===== config.mk =====
export PLATFORM = sky130hd
export DESIGN_NAME = seq_bcd_decoder
export DESIGN_NICKNAME = d
export VERILOG_FILES = /design/src/rtl/seq_bcd_decoder.sv
export SDC_FILE = /design/constraint.sdc
export NUM_CORES = 1
export LEC_CHECK = 0
export BUFFER_PORTS_ARGS = -buffer_cell sky130_fd_sc_hd__buf_4
export CAP_MARGIN = 20
export CORE_MARGIN = 5
export CORE_UTILIZATION = 40
export DETAILED_ROUTE_END_ITERATION = 6
export PLACE_DENSITY = 0.64
export SLEW_MARGIN = 20
export SYNTH_ARGS = -nofsm -noshare
export SYNTH_HDL_FRONTEND = slang
export SYNTH_SLANG_ARGS = --single-unit

===== constraint.sdc =====
create_clock -name clk -period 1.9 [get_ports clk]
set_clock_uncertainty 0.1 [all_clocks]
set_input_delay 0.285 -clock clk [delete_from_list [all_inputs] [get_ports clk]]
set_output_delay 0.285 -clock clk [all_outputs]
set_load 0.1 [all_outputs]

===== src/rtl/seq_bcd_decoder.sv =====
// Sequential binary-to-BCD converter (double dabble, one bit per clock) with
// optional two's-complement input, overflow flag and leading-zero blanking mask.
//
// state | meaning
// IDLE  | waiting for start; results hold last conversion
// SHIFT | one double-dabble iteration per edge
// DONE  | one-cycle result-valid pulse
module seq_bcd_decoder #(
  parameter int WIDTH  = 16,
  parameter int DIGITS = 5
) (
  input  logic                  clk,
  input  logic                  reset,
  input  logic                  start,
  input  logic [WIDTH-1:0]      binary,
  input  logic                  signed_mode,
  output logic                  busy,
  output logic                  done,
  output logic [4*DIGITS-1:0]   bcd,
  output logic                  negative,
  output logic                  overflow,
  output logic [DIGITS-1:0]     blank_mask
);

  localparam int CW = (WIDTH > 2) ? $clog2(WIDTH) : 1;
  localparam int BW = 4 * DIGITS;
  localparam logic [CW-1:0]     LAST      = CW'(WIDTH - 1);
  localparam logic [DIGITS-1:0] BLANK_RST = ~DIGITS'(1);

  typedef enum logic [1:0] {IDLE, SHIFT, DONE} state_t;

  state_t            state, state_next;
  logic [WIDTH-1:0]  mag;
  logic [BW-1:0]     acc;
  logic [CW-1:0]     cnt;
  logic              ovf;
  logic              neg_reg;
  logic [BW-1:0]     acc_adj;
  logic [BW-1:0]     acc_shift;
  logic              carry;
  logic              zero_above;
  logic [DIGITS-1:0] blank_next;
  logic              is_neg;

  assign is_neg = signed_mode & binary[WIDTH-1];
  assign busy   = (state == SHIFT);
  assign done   = (state == DONE);

  always_comb begin
    state_next = state;
    case (state)
      IDLE:    if (start) state_next = SHIFT;
      SHIFT:   if (cnt == LAST) state_next = DONE;
      DONE:    state_next = IDLE;
      default: state_next = IDLE;
    endcase
  end

  // Add-3 correction, then shift; the top accumulator bit is the overflow carry.
  always_comb begin
    acc_adj = acc;
    for (int d = 0; d < DIGITS; d++) begin
      if (acc[4*d +: 4] >= 4'd5) acc_adj[4*d +: 4] = acc[4*d +: 4] + 4'd3;
    end
    carry      = acc_adj[BW-1];
    acc_shift  = {acc_adj[BW-2:0], mag[WIDTH-1]};
    zero_above = 1'b1;
    blank_next = '0;
    for (int d = DIGITS - 1; d >= 1; d--) begin
      zero_above    = zero_above & (acc_shift[4*d +: 4] == 4'd0);
      blank_next[d] = zero_above;
    end
  end

  always_ff @(posedge clk) begin
    if (reset) begin
      state      <= IDLE;
      mag        <= '0;
      acc        <= '0;
      cnt        <= '0;
      ovf        <= 1'b0;
      neg_reg    <= 1'b0;
      bcd        <= '0;
      negative   <= 1'b0;
      overflow   <= 1'b0;
      blank_mask <= BLANK_RST;
    end else begin
      state <= state_next;
      case (state)
        IDLE: begin
          if (start) begin
            mag     <= is_neg ? (~binary + WIDTH'(1)) : binary;
            neg_reg <= is_neg;
            acc     <= '0;
            ovf     <= 1'b0;
            cnt     <= '0;
          end
        end
        SHIFT: begin
          acc <= acc_shift;
          mag <= {mag[WIDTH-2:0], 1'b0};
          cnt <= cnt + CW'(1);
          ovf <= ovf | carry;
          if (cnt == LAST) begin
            bcd        <= acc_shift;
            negative   <= neg_reg;
            overflow   <= ovf | carry;
            blank_mask <= blank_next;
          end
        end
        default: ;
      endcase
    end
  end

endmodule


==> results of run 1 <==
[per-stage QoR]
step	TNS, ns	utilization	setup slack [ns]	power, mW	instances
floorplan	0	-	0.09681	1.745	406
global placement	0	0.4761	0.07975	1.858	555
detailed placement	0	0.4761	0.008315	1.860	555
CTS	0	0.4980	0.005444	2.953	571
global route	-0.01174	0.5044	-0.01043	3.052	571
finish	0	0.5044	0.06029	2.916	571
[metal layers]
layer  share of wire  global-route usage  up-vias
li1                -                   -     1557
met1            0.49              0.2067     1387
met2            0.45              0.2594       57
met3           0.038             0.02799       10
met4           0.018             0.07568        0
met5               0                   0        -
[cell families after synthesis]
logic type	after synthesis	synth area share
AO/OA/AOI/OAI	121	0.2281
XOR/XNOR	17	0.04378
adder cells (fa/ha/maj)	12	0.04415
buffers and inverters	36	0.04415
flip-flops	70	0.4121
multiplexers	8	0.02428
other	1	0.001103
AND/OR/NAND/NOR	141	0.2024
[worst reg2reg max path, stage by stage, from the launching register on]
cell                       delay, ns
sky130_fd_sc_hd__dfxtp_2        0.33
sky130_fd_sc_hd__inv_2          0.05
sky130_fd_sc_hd__ha_2           0.17
sky130_fd_sc_hd__nand2b_4       0.14
sky130_fd_sc_hd__a2111o_1       0.37
sky130_fd_sc_hd__a221oi_2       0.23
sky130_fd_sc_hd__nand4_1        0.18
sky130_fd_sc_hd__o21ai_1        0.17
[worst max-delay path by stage]
stage / cells past startpoint / to / slack, ns
after CTS: 7 / blank_mask[1]$_SDFFE_PP1P_ / 0.005
after global routing: 7 / blank_mask[2]$_SDFFE_PP1P_ / -0.01
after global placement: 7 / blank_mask[1]$_SDFFE_PP1P_ / 0.08
after floorplan: 7 / blank_mask[1]$_SDFFE_PP1P_ / 0.1
after detailed placement: 7 / blank_mask[2]$_SDFFE_PP1P_ / 0.008
final: 3 / busy / 0.06
[area by class of cell]
type	instances	share of cell area
repair buffers	65	0.1181
clock inverters	3	0.004506
multi-input cells	300	0.4569
well taps	105	0.03154
clock buffers	13	0.03815
flip-flops and latches	70	0.3373
inverters	15	0.01352
[Yosys cell counts, types with 2 or more instances]
cell type,count,area share
sky130_fd_sc_hd__nor4_2,2,0.0074
sky130_fd_sc_hd__buf_2,9,0.013
sky130_fd_sc_hd__nand2_1,52,0.057
sky130_fd_sc_hd__o21ai_1,26,0.038
sky130_fd_sc_hd__nand2b_1,8,0.015
sky130_fd_sc_hd__nor3b_1,7,0.015
sky130_fd_sc_hd__nor2b_1,2,0.0037
sky130_fd_sc_hd__ha_1,12,0.044
sky130_fd_sc_hd__and2_1,4,0.0074
sky130_fd_sc_hd__xor2_1,5,0.013
sky130_fd_sc_hd__nor2_1,34,0.038
sky130_fd_sc_hd__a22oi_1,13,0.029
sky130_fd_sc_hd__mux2_2,2,0.0066
sky130_fd_sc_hd__xnor2_1,12,0.031
sky130_fd_sc_hd__nor3_1,11,0.016
sky130_fd_sc_hd__a221oi_2,2,0.0088
sky130_fd_sc_hd__a22o_1,11,0.028
sky130_fd_sc_hd__a21oi_1,37,0.054
sky130_fd_sc_hd__inv_1,14,0.015
sky130_fd_sc_hd__o21a_1,2,0.0044
sky130_fd_sc_hd__mux2i_1,6,0.018
sky130_fd_sc_hd__or2_1,3,0.0055
sky130_fd_sc_hd__o22ai_1,6,0.011
sky130_fd_sc_hd__a211oi_1,10,0.022
sky130_fd_sc_hd__nand4_1,3,0.0055
sky130_fd_sc_hd__dfxtp_1,70,0.41
sky130_fd_sc_hd__nand3_1,6,0.0088
sky130_fd_sc_hd__a222oi_1,2,0.0059
sky130_fd_sc_hd__o21ai_0,6,0.0088
sky130_fd_sc_hd__clkbuf_1,10,0.011
[power groups by stage]
stage	clock network, mW	logic [mW]	registers (mW)
after floorplan	0	0.188	1.56
after global placement	0	0.297	1.56
after detailed placement	0	0.300	1.56
after CTS	1.12	0.303	1.53
after global routing	1.19	0.332	1.53
final	1.09	0.302	1.53
[repair_timing]
item,CTS,global route
gates resized for setup,1,14
pin swaps,2,6
endpoints found under the setup margin,2,10
==> flow_metrics.env, run 1 <==
export IMPL_required_ns=1.51
export IMPL_setup_worst_path_start_class="register"
export IMPL_power_switching_share=0.2571
export IMPL_slew_limit_headroom=0.5682
export IMPL_synth_flop_type="sky130_fd_sc_hd__dfxtp_1"
export IMPL_p_leak_nw=1.643
export IMPL_number_of_clock_buffers_inserted_by_tritoncts=9
export IMPL_global_route_overflow_total=0
export IMPL_count_of_inserted_antenna_diode_cells=0
export IMPL_synth_area_um2=3401
export IMPL_critical_path_arrival_ns=1.45
export IMPL_worst_path_largest_cell_delay_ns=0.35
export IMPL_dieArea_um2=10450
export IMPL_final_antenna_net_count=0
export IMPL_reg_largest_list="acc: 20 flops, bcd: 20 flops, mag: 16 flops"
export IMPL_die_y_um=102.2
export IMPL_proportion_of_synthesized_chip_area_in_sequential_cells=0.4121
export IMPL_pwr_density_cell_nw_per_um2=700.1
export IMPL_run_status="complete, no violations"
export IMPL_global_route_usage_total=0.1600
export IMPL_peakVddDrop_mv=0.3095
export IMPL_grt_pass1_wl_um=13310
export IMPL_startpoint_of_the_worst_setup_timing_path="state[1]$_SDFFE_PP0P_"
export IMPL_timing_final_crit_share=0.9683
export IMPL_fillCellCount=830
export IMPL_postSynthAreaPerCell_um2=8.376
export IMPL_total_vias_in_the_final_route=3011
export IMPL_sinks_on_the_clock_net=70
export IMPL_chipWidth_um=102.2
export IMPL_finalWeightedCongestion=0.8861
export IMPL_reg2reg_path_depth=7
export IMPL_h_tree_depth=3
export IMPL_clkSlewWorstSetupHoldPaths_ns=0.07
export IMPL_cts_hold_buf=0
export IMPL_crit_type="reg -> out"
export IMPL_min_period_ns=1.840
export IMPL_path_buf_inv=2
export IMPL_number_of_synthesized_flops_with_an_enable_pin=0
export IMPL_crit_slowest_cell="sky130_fd_sc_hd__dfxtp_1"
export IMPL_hold_viol=0
export IMPL_slew_violations=0
export IMPL_wirelength_um=7925
export IMPL_synthToLayoutAreaGrowth_pct=22.48
export IMPL_critPathTopFamily="buffers and inverters"
export IMPL_placeableCoreArea_um2=8258
export IMPL_logic_pwr_share=0.104
export IMPL_drt_wirelength_per_cell_um=13.88
export IMPL_timing_worst_slew_pin_value_ns=0.6454
export IMPL_timing_hold_worst_path_depth=3
export IMPL_seq_power_share=0.524
export IMPL_hp_class="in -> reg"
export IMPL_power_clock_fraction=0.373
export IMPL_r2r_setup_slack_ns=0.08
export IMPL_regToRegEndpoint="blank_mask[2]$_SDFFE_PP1P_"
export IMPL_ys_warn_count=0
export IMPL_maxCapViolCount=0
export IMPL_viasPerCell=5.273
export IMPL_setup_crit_end_kind="output port"
export IMPL_cts_repair_timing_setup_buffer_count=0
export IMPL_ys_types=49
export IMPL_ys_async_sr_fraction=0
export IMPL_crit_fanout=10
export IMPL_row_count=33
export IMPL_hold_path_startpoint="binary[0]"
export IMPL_nets=493
export IMPL_dpl_cell_area_um2=3931
export IMPL_multi_input_area_um2=1903
export IMPL_netlist_instances=406
export IMPL_ctsRootBufferMaster="sky130_fd_sc_hd__clkbuf_8"
export IMPL_clock_path_buffers=2
export IMPL_detailedRoute_firstPassIterationCount=5
export IMPL_largest_net_degree_at_the_start_of_global_routing=22
export IMPL_layout_cells_most_common="sky130_fd_sc_hd__dfxtp_1"
export IMPL_initial_core_util=0.4118
export IMPL_remaining_drc_errors=0
export IMPL_clock_latency_ns=0.34
export IMPL_top_library_cells_by_usage_in_the_layout_fill_and_taps_aside="67 x sky130_fd_sc_hd__dfxtp_1, 64 x sky130_fd_sc_hd__buf_4, 52 x sky130_fd_sc_hd__nand2_1, 34 x sky130_fd_sc_hd__a21oi_1, 33 x sky130_fd_sc_hd__nor2_1"
export IMPL_fin_hold_ws_ns=0.1217
export IMPL_crit_reg2reg_launch="acc[13]$_SDFFE_PP0P_"
export IMPL_critical_path_cell_chain="nand2b_1 > inv_2 > buf_6"
export IMPL_power_internal_mw=2.166
export IMPL_grt_setup_unrepaired="yes"
export IMPL_number_of_global_route_vias_before_repair=2886
export IMPL_synth_fp_nets=438
export IMPL_place_hpwl_um=5803
export IMPL_final_cell_area_um2=4165
export IMPL_drive_gt1_frac=0.2189
export IMPL_grt_antenna_before_repair=0
export IMPL_net_switching_power_mw=0.7497
export IMPL_finalSetupViolations=0
export IMPL_tritoncts="yes"
export IMPL_dr_first_iter_drc_count=110
export IMPL_sequential_cell_area_um2=1405
export IMPL_synth_seq_cells=70
export IMPL_design_portCount=49
export IMPL_place_port_buffers=47
export IMPL_max_freq_mhz=543.6
export IMPL_worstHoldEndpoint="mag[0]$_SDFFE_PP0P_"
No activity file was read; power rests on OpenSTA's default activity.
==> run 2, diff against run 1 <==
Settings changed: ABC_CLOCK_PERIOD_IN_PS set to 1900, RECOVER_POWER set to 25, SETUP_SLACK_MARGIN set to 0.4.
==> flow_metrics.env, run 2 (synthesized netlist as in run 1, its figures left out) <==
export IMPL_fin_hold_ws_ns=0.1256
export IMPL_p_leak_nw=1.957
export IMPL_power_mw=3.291
export IMPL_final_cell_area_um2=5034
export IMPL_setup_total_negative_slack_ns=-0.05597
export IMPL_final_antenna_net_count=0
export IMPL_design_portCount=49
export IMPL_run_status="complete, but fails checks"
export IMPL_clkSlewWorstSetupHoldPaths_ns=0.08
export IMPL_count_of_inserted_antenna_diode_cells=0
export IMPL_dp_worst_setup_slack_ns=0.08153
export IMPL_instances_no_fill=609
export IMPL_clock_path_buffers=2
export IMPL_power_clock_fraction=0.430
export IMPL_place_inst=552
export IMPL_slew_limit_headroom=0.6378
export IMPL_reg_largest_list="acc: 20 flops, bcd: 20 flops, mag: 16 flops"
export IMPL_total_vias_in_the_final_route=3321
export IMPL_violated_checks="setup timing"
export IMPL_crit_type="reg -> reg"
export IMPL_timing_final_crit_share=1.029
export IMPL_seq_power_share=0.464
export IMPL_number_of_clock_buffers_inserted_by_tritoncts=9
export IMPL_fin_util=0.6095
export IMPL_synthToLayoutAreaGrowth_pct=48.01
export IMPL_chipWidth_um=102.2
export IMPL_top_library_cells_by_usage_in_the_layout_fill_and_taps_aside="73 x sky130_fd_sc_hd__buf_4, 55 x sky130_fd_sc_hd__dfxtp_1, 50 x sky130_fd_sc_hd__nand2_1, 31 x sky130_fd_sc_hd__nor2_1, 22 x sky130_fd_sc_hd__a21oi_1"
export IMPL_dieArea_um2=10450
export IMPL_clock_latency_ns=0.34
export IMPL_ctsRootBufferMaster="sky130_fd_sc_hd__clkbuf_8"
export IMPL_crit_slowest_cell="sky130_fd_sc_hd__a2111o_1"
export IMPL_sinks_on_the_clock_net=70
export IMPL_dr_first_iter_drc_count=125
export IMPL_timing_hold_worst_path_depth=3
export IMPL_peakVddDrop_mv=0.3562
export IMPL_place_hpwl_um=6161
export IMPL_timing_critical_path_depth=7
export IMPL_path_buf_inv=1
export IMPL_grt_pass1_wl_um=15250
export IMPL_wirelength_um=9750
export IMPL_pwr_density_cell_nw_per_um2=653.9
export IMPL_drive_gt1_frac=0.4226
export IMPL_power_switching_share=0.2351
export IMPL_critPathTopFamily="compound AO/OA/AOI/OAI gates"
export IMPL_finalWeightedCongestion=0.8599
export IMPL_hp_class="in -> reg"
export IMPL_grt_antenna_before_repair=0
export IMPL_grt_setup_unrepaired="yes"
export IMPL_required_ns=2.07
export IMPL_h_tree_depth=3
export IMPL_remaining_drc_errors=0
export IMPL_timing_worst_slew_pin_value_ns=0.5457
export IMPL_reg2reg_path_depth=7
export IMPL_maxCapViolCount=0
export IMPL_tritoncts="yes"
export IMPL_number_of_global_route_vias_before_repair=3246
export IMPL_row_count=33
export IMPL_largest_net_degree_at_the_start_of_global_routing=18
export IMPL_min_period_ns=1.956
export IMPL_global_route_overflow_total=0
export IMPL_setup_crit_end_kind="register"
export IMPL_viasPerCell=5.453
export IMPL_critical_path_arrival_ns=2.13
export IMPL_detailedRoute_firstPassIterationCount=5
export IMPL_net_switching_power_mw=0.7737
export IMPL_nets=531
export IMPL_critical_path_cell_chain="inv_4 > ha_4 > nand2b_4 > a2111o_1 > a221oi_2 > nand4_1 > o21ai_1"
export IMPL_global_route_usage_total=0.1847
export IMPL_placeableCoreArea_um2=8258
export IMPL_setup_worst_path_start_class="register"
export IMPL_power_internal_mw=2.518
export IMPL_slew_violations=0
export IMPL_logic_pwr_share=0.106
export IMPL_dpl_cell_area_um2=4023
export IMPL_hold_viol=0
export IMPL_max_freq_mhz=511.3
export IMPL_cts_hold_buf=0
export IMPL_place_port_buffers=47
export IMPL_worst_path_largest_cell_delay_ns=0.40
export IMPL_drt_wirelength_per_cell_um=16.01
export IMPL_finalSetupViolations=1
export IMPL_layout_cells_most_common="sky130_fd_sc_hd__buf_4"
export IMPL_initial_core_util=0.4118
export IMPL_post_route_worst_setup_slack_ns=-0.05597
export IMPL_crit_fanout=3
export IMPL_die_y_um=102.2
[run 2: cell count changes in the layout (fill, tap and decap cells not counted), sizes merged]
| cell | change |
|---|---|
| clkinv | -1 |
| buf | +22 |
| bufinv | +3 |
| inv | -1 |
| clkbuf | +15 |
[run 2: layout make-up]
type,count,area (um2)
Clock buffer,12,135.1
Clock inverter,4,95.09
Fill cell,698,3224
Inverter,15,83.83
Multi-Input combinational cell,300,2330
Sequential cell,70,1435
Tap cell,105,131.4
Timing Repair Buffer,103,823.3
[run 2: timing repair]
action / in CTS / in global routing
endpoints found under the setup margin: 43 / 60
pin swaps: 13 / 20
setup buffers: 18 / 23
resized for setup: 55 / 70
[run 2: layer usage]
| layer | vias to the layer above | track usage | wire [um] |
|---|---|---|---|
| met2 | 91 | 0.3133 | 4862 |
| li1 | 1629 | - | - |
| met3 | 17 | 0.03413 | 471 |
| met1 | 1584 | 0.2222 | 4121 |
| met4 | 0 | 0.09586 | 294 |
| met5 | - | 0 | 0 |
[run 2: worst register-to-register path: cells and delay by family (launching register included)]
family          cells  cell delay (ns)
simple gates        2             0.34
fa+ha+maj           1             0.15
compound gates      3             0.88
flops               1             0.36
buf+inv             1             0.05
[run 2: worst paths after layout]
check / startpoint / to / slack, ns
setup / recovery: acc[13]$_SDFFE_PP0P_ / blank_mask[2]$_SDFFE_PP1P_ / -0.06
hold / removal: binary[0] / mag[0]$_SDFFE_PP0P_ / 0.13
setup reg to reg: acc[13]$_SDFFE_PP0P_ / blank_mask[2]$_SDFFE_PP1P_ / -0.06
hold reg to reg: bcd[9]$_SDFFE_PP0P_ / bcd[9]$_SDFFE_PP0P_ / 0.35
[run 2: power by group through the flow]
stage	registers, mW	clock network [mW]	logic (mW)
finish	1.53	1.42	0.350
CTS	1.53	1.44	0.324
global route	1.53	1.51	0.381
floorplan	1.56	0	0.190
global placement	1.56	0	0.301
detailed placement	1.56	0	0.304
==> run 3, diff against run 2 <==
Settings changed: CTS_CLUSTER_DIAMETER set to 50, REMOVE_ABC_BUFFERS set to 1, SLEW_MARGIN 20 to 5.
==> flow_metrics.env, run 3 (synthesized netlist as in run 1, its figures left out) <==
export IMPL_run_status="complete, no violations"
export IMPL_maxCapViolCount=0
export IMPL_grt_setup_unrepaired="yes"
export IMPL_hold_viol=0
export IMPL_setup_total_negative_slack_ns=0
export IMPL_reg_largest_list="acc: 20 flops, bcd: 20 flops, mag: 16 flops"
export IMPL_crit_fanout=11
export IMPL_tritoncts="yes"
export IMPL_multi_input_area_um2=2318
export IMPL_clkSlewWorstSetupHoldPaths_ns=0.09
export IMPL_critical_path_arrival_ns=1.96
export IMPL_ctsRootBufferMaster="sky130_fd_sc_hd__clkbuf_8"
export IMPL_place_port_buffers=47
export IMPL_number_of_global_route_vias_before_repair=3215
export IMPL_dr_first_iter_drc_count=217
export IMPL_drive_gt1_frac=0.4263
export IMPL_slew_limit_headroom=0.6080
export IMPL_die_y_um=102.2
export IMPL_hp_class="in -> reg"
export IMPL_detailedRoute_firstPassIterationCount=4
export IMPL_crit_slowest_cell="sky130_fd_sc_hd__dfxtp_4"
export IMPL_clock_path_buffers=2
export IMPL_clock_latency_ns=0.35
export IMPL_regToRegEndpoint="acc[3]$_SDFFE_PP0P_"
export IMPL_setup_crit_end_kind="register"
export IMPL_final_antenna_net_count=0
export IMPL_number_of_clock_buffers_inserted_by_tritoncts=9
export IMPL_viasPerCell=5.471
export IMPL_fin_util=0.6085
export IMPL_r2r_setup_slack_ns=0.09
export IMPL_initial_core_util=0.4118
export IMPL_nets=529
export IMPL_sequential_cell_area_um2=1440
export IMPL_timing_final_crit_share=0.9525
export IMPL_grt_antenna_before_repair=0
export IMPL_pwr_density_cell_nw_per_um2=669.6
export IMPL_worst_path_largest_cell_delay_ns=0.38
export IMPL_h_tree_depth=3
export IMPL_largest_net_degree_at_the_start_of_global_routing=25
export IMPL_global_route_usage_total=0.1843
export IMPL_drt_wirelength_per_cell_um=16.19
export IMPL_setup_worst_path_start_class="register"
export IMPL_crit_reg2reg_launch="state[1]$_SDFFE_PP0P_"
export IMPL_placeableCoreArea_um2=8258
export IMPL_required_ns=2.05
export IMPL_timing_worst_slew_pin_value_ns=0.5879
export IMPL_total_vias_in_the_final_route=3321
export IMPL_cts_hold_buf=0
export IMPL_slew_violations=0
export IMPL_critical_path_cell_chain="nand2b_4 > clkinvlp_2 > buf_4 > nand2_2 > nor3_1 > o21ai_1 > nand2_1"
export IMPL_reg2reg_path_depth=7
export IMPL_crit_path_end="acc[3]$_SDFFE_PP0P_"
export IMPL_place_hpwl_um=6011
export IMPL_finalWeightedCongestion=0.8841
export IMPL_synthToLayoutAreaGrowth_pct=47.76
export IMPL_wirelength_um=9830
export IMPL_sinks_on_the_clock_net=70
export IMPL_final_cell_area_um2=5025
export IMPL_global_route_overflow_total=0
export IMPL_peakVddDrop_mv=0.3126
export IMPL_top_library_cells_by_usage_in_the_layout_fill_and_taps_aside="68 x sky130_fd_sc_hd__buf_4, 53 x sky130_fd_sc_hd__dfxtp_1, 48 x sky130_fd_sc_hd__nand2_1, 30 x sky130_fd_sc_hd__nor2_1, 24 x sky130_fd_sc_hd__o21ai_1"
export IMPL_p_leak_nw=1.960
export IMPL_max_freq_mhz=552.6
export IMPL_grt_pass1_wl_um=15320
export IMPL_count_of_inserted_antenna_diode_cells=0
export IMPL_dieArea_um2=10450
export IMPL_chipWidth_um=102.2
export IMPL_crit_type="reg -> reg"
export IMPL_startpoint_of_the_worst_setup_timing_path="state[1]$_SDFFE_PP0P_"
export IMPL_dpl_cell_area_um2=3936
export IMPL_fin_hold_ws_ns=0.1290
export IMPL_finalSetupViolations=0
export IMPL_remaining_drc_errors=0
export IMPL_row_count=33
export IMPL_design_portCount=49
export IMPL_layout_cells_most_common="sky130_fd_sc_hd__buf_4"
export IMPL_fillCellCount=715
export IMPL_min_period_ns=1.810
## run 3: cell type report
cell class	instances	share of cell area
Multi-Input combinational cell	300	0.4614
Sequential cell	70	0.2866
Timing Repair Buffer	101	0.1624
Tap cell	105	0.02615
Clock buffer	9	0.02465
Clock inverter	7	0.02440
Inverter	15	0.01444
## run 3: routing by layer
layer	wire, um	global-route usage
met3	438	0.04232
met5	0	0
met1	4319	0.2322
met2	4998	0.3178
met4	73	0.04844
## run 3: through the flow
step | power [mW] | std cells | setup slack [ns]
after CTS | 3.366 | 594 | 0.1295
after global routing | 3.487 | 607 | 0.008836
after global placement | 1.860 | 556 | 0.09711
after detailed placement | 1.867 | 556 | 0.04248
after floorplan | 1.724 | 385 | -0.3732
final | 3.365 | 607 | 0.09030
## run 3: power by group
| part | switching, mW | internal, mW | total, mW | leakage (nW) |
|---|---|---|---|---|
| registers | 0.0309 | 1.50 | 1.53 | 0.578 |
| logic | 0.206 | 0.140 | 0.346 | 1.27 |
| clock network | 0.615 | 0.876 | 1.49 | 0.116 |
## run 3: worst max-delay path: cells and delay by family (launching register included)
kind	cells	cell delay (ns)
and+or+nand+nor	4	0.55
buffers and inverters	2	0.53
DFF	1	0.38
AOI/OAI and AO/OA	1	0.15
## run 3: worst min-delay path by stage
stage                                   start             endpoint  cells after the start
after floorplan                         reset  bcd[0]$_SDFFE_PP0P_                      1
after global placement    mag[0]$_SDFFE_PP0P_  mag[0]$_SDFFE_PP0P_                      2
after detailed placement  bcd[7]$_SDFFE_PP0P_  bcd[7]$_SDFFE_PP0P_                      2
after CTS                           binary[0]  mag[0]$_SDFFE_PP0P_                      3
after global routing                binary[0]  mag[0]$_SDFFE_PP0P_                      3
final                               binary[0]  mag[0]$_SDFFE_PP0P_                      3
## run 3: repair_timing
item / in CTS / in global routing
gates cloned: 2 / 0
buffers inserted: 20 / 13
endpoints found under the hold margin: 0 / 0
setup endpoints to repair: 45 / 58
resized for setup: 92 / 66
pin swaps: 24 / 37
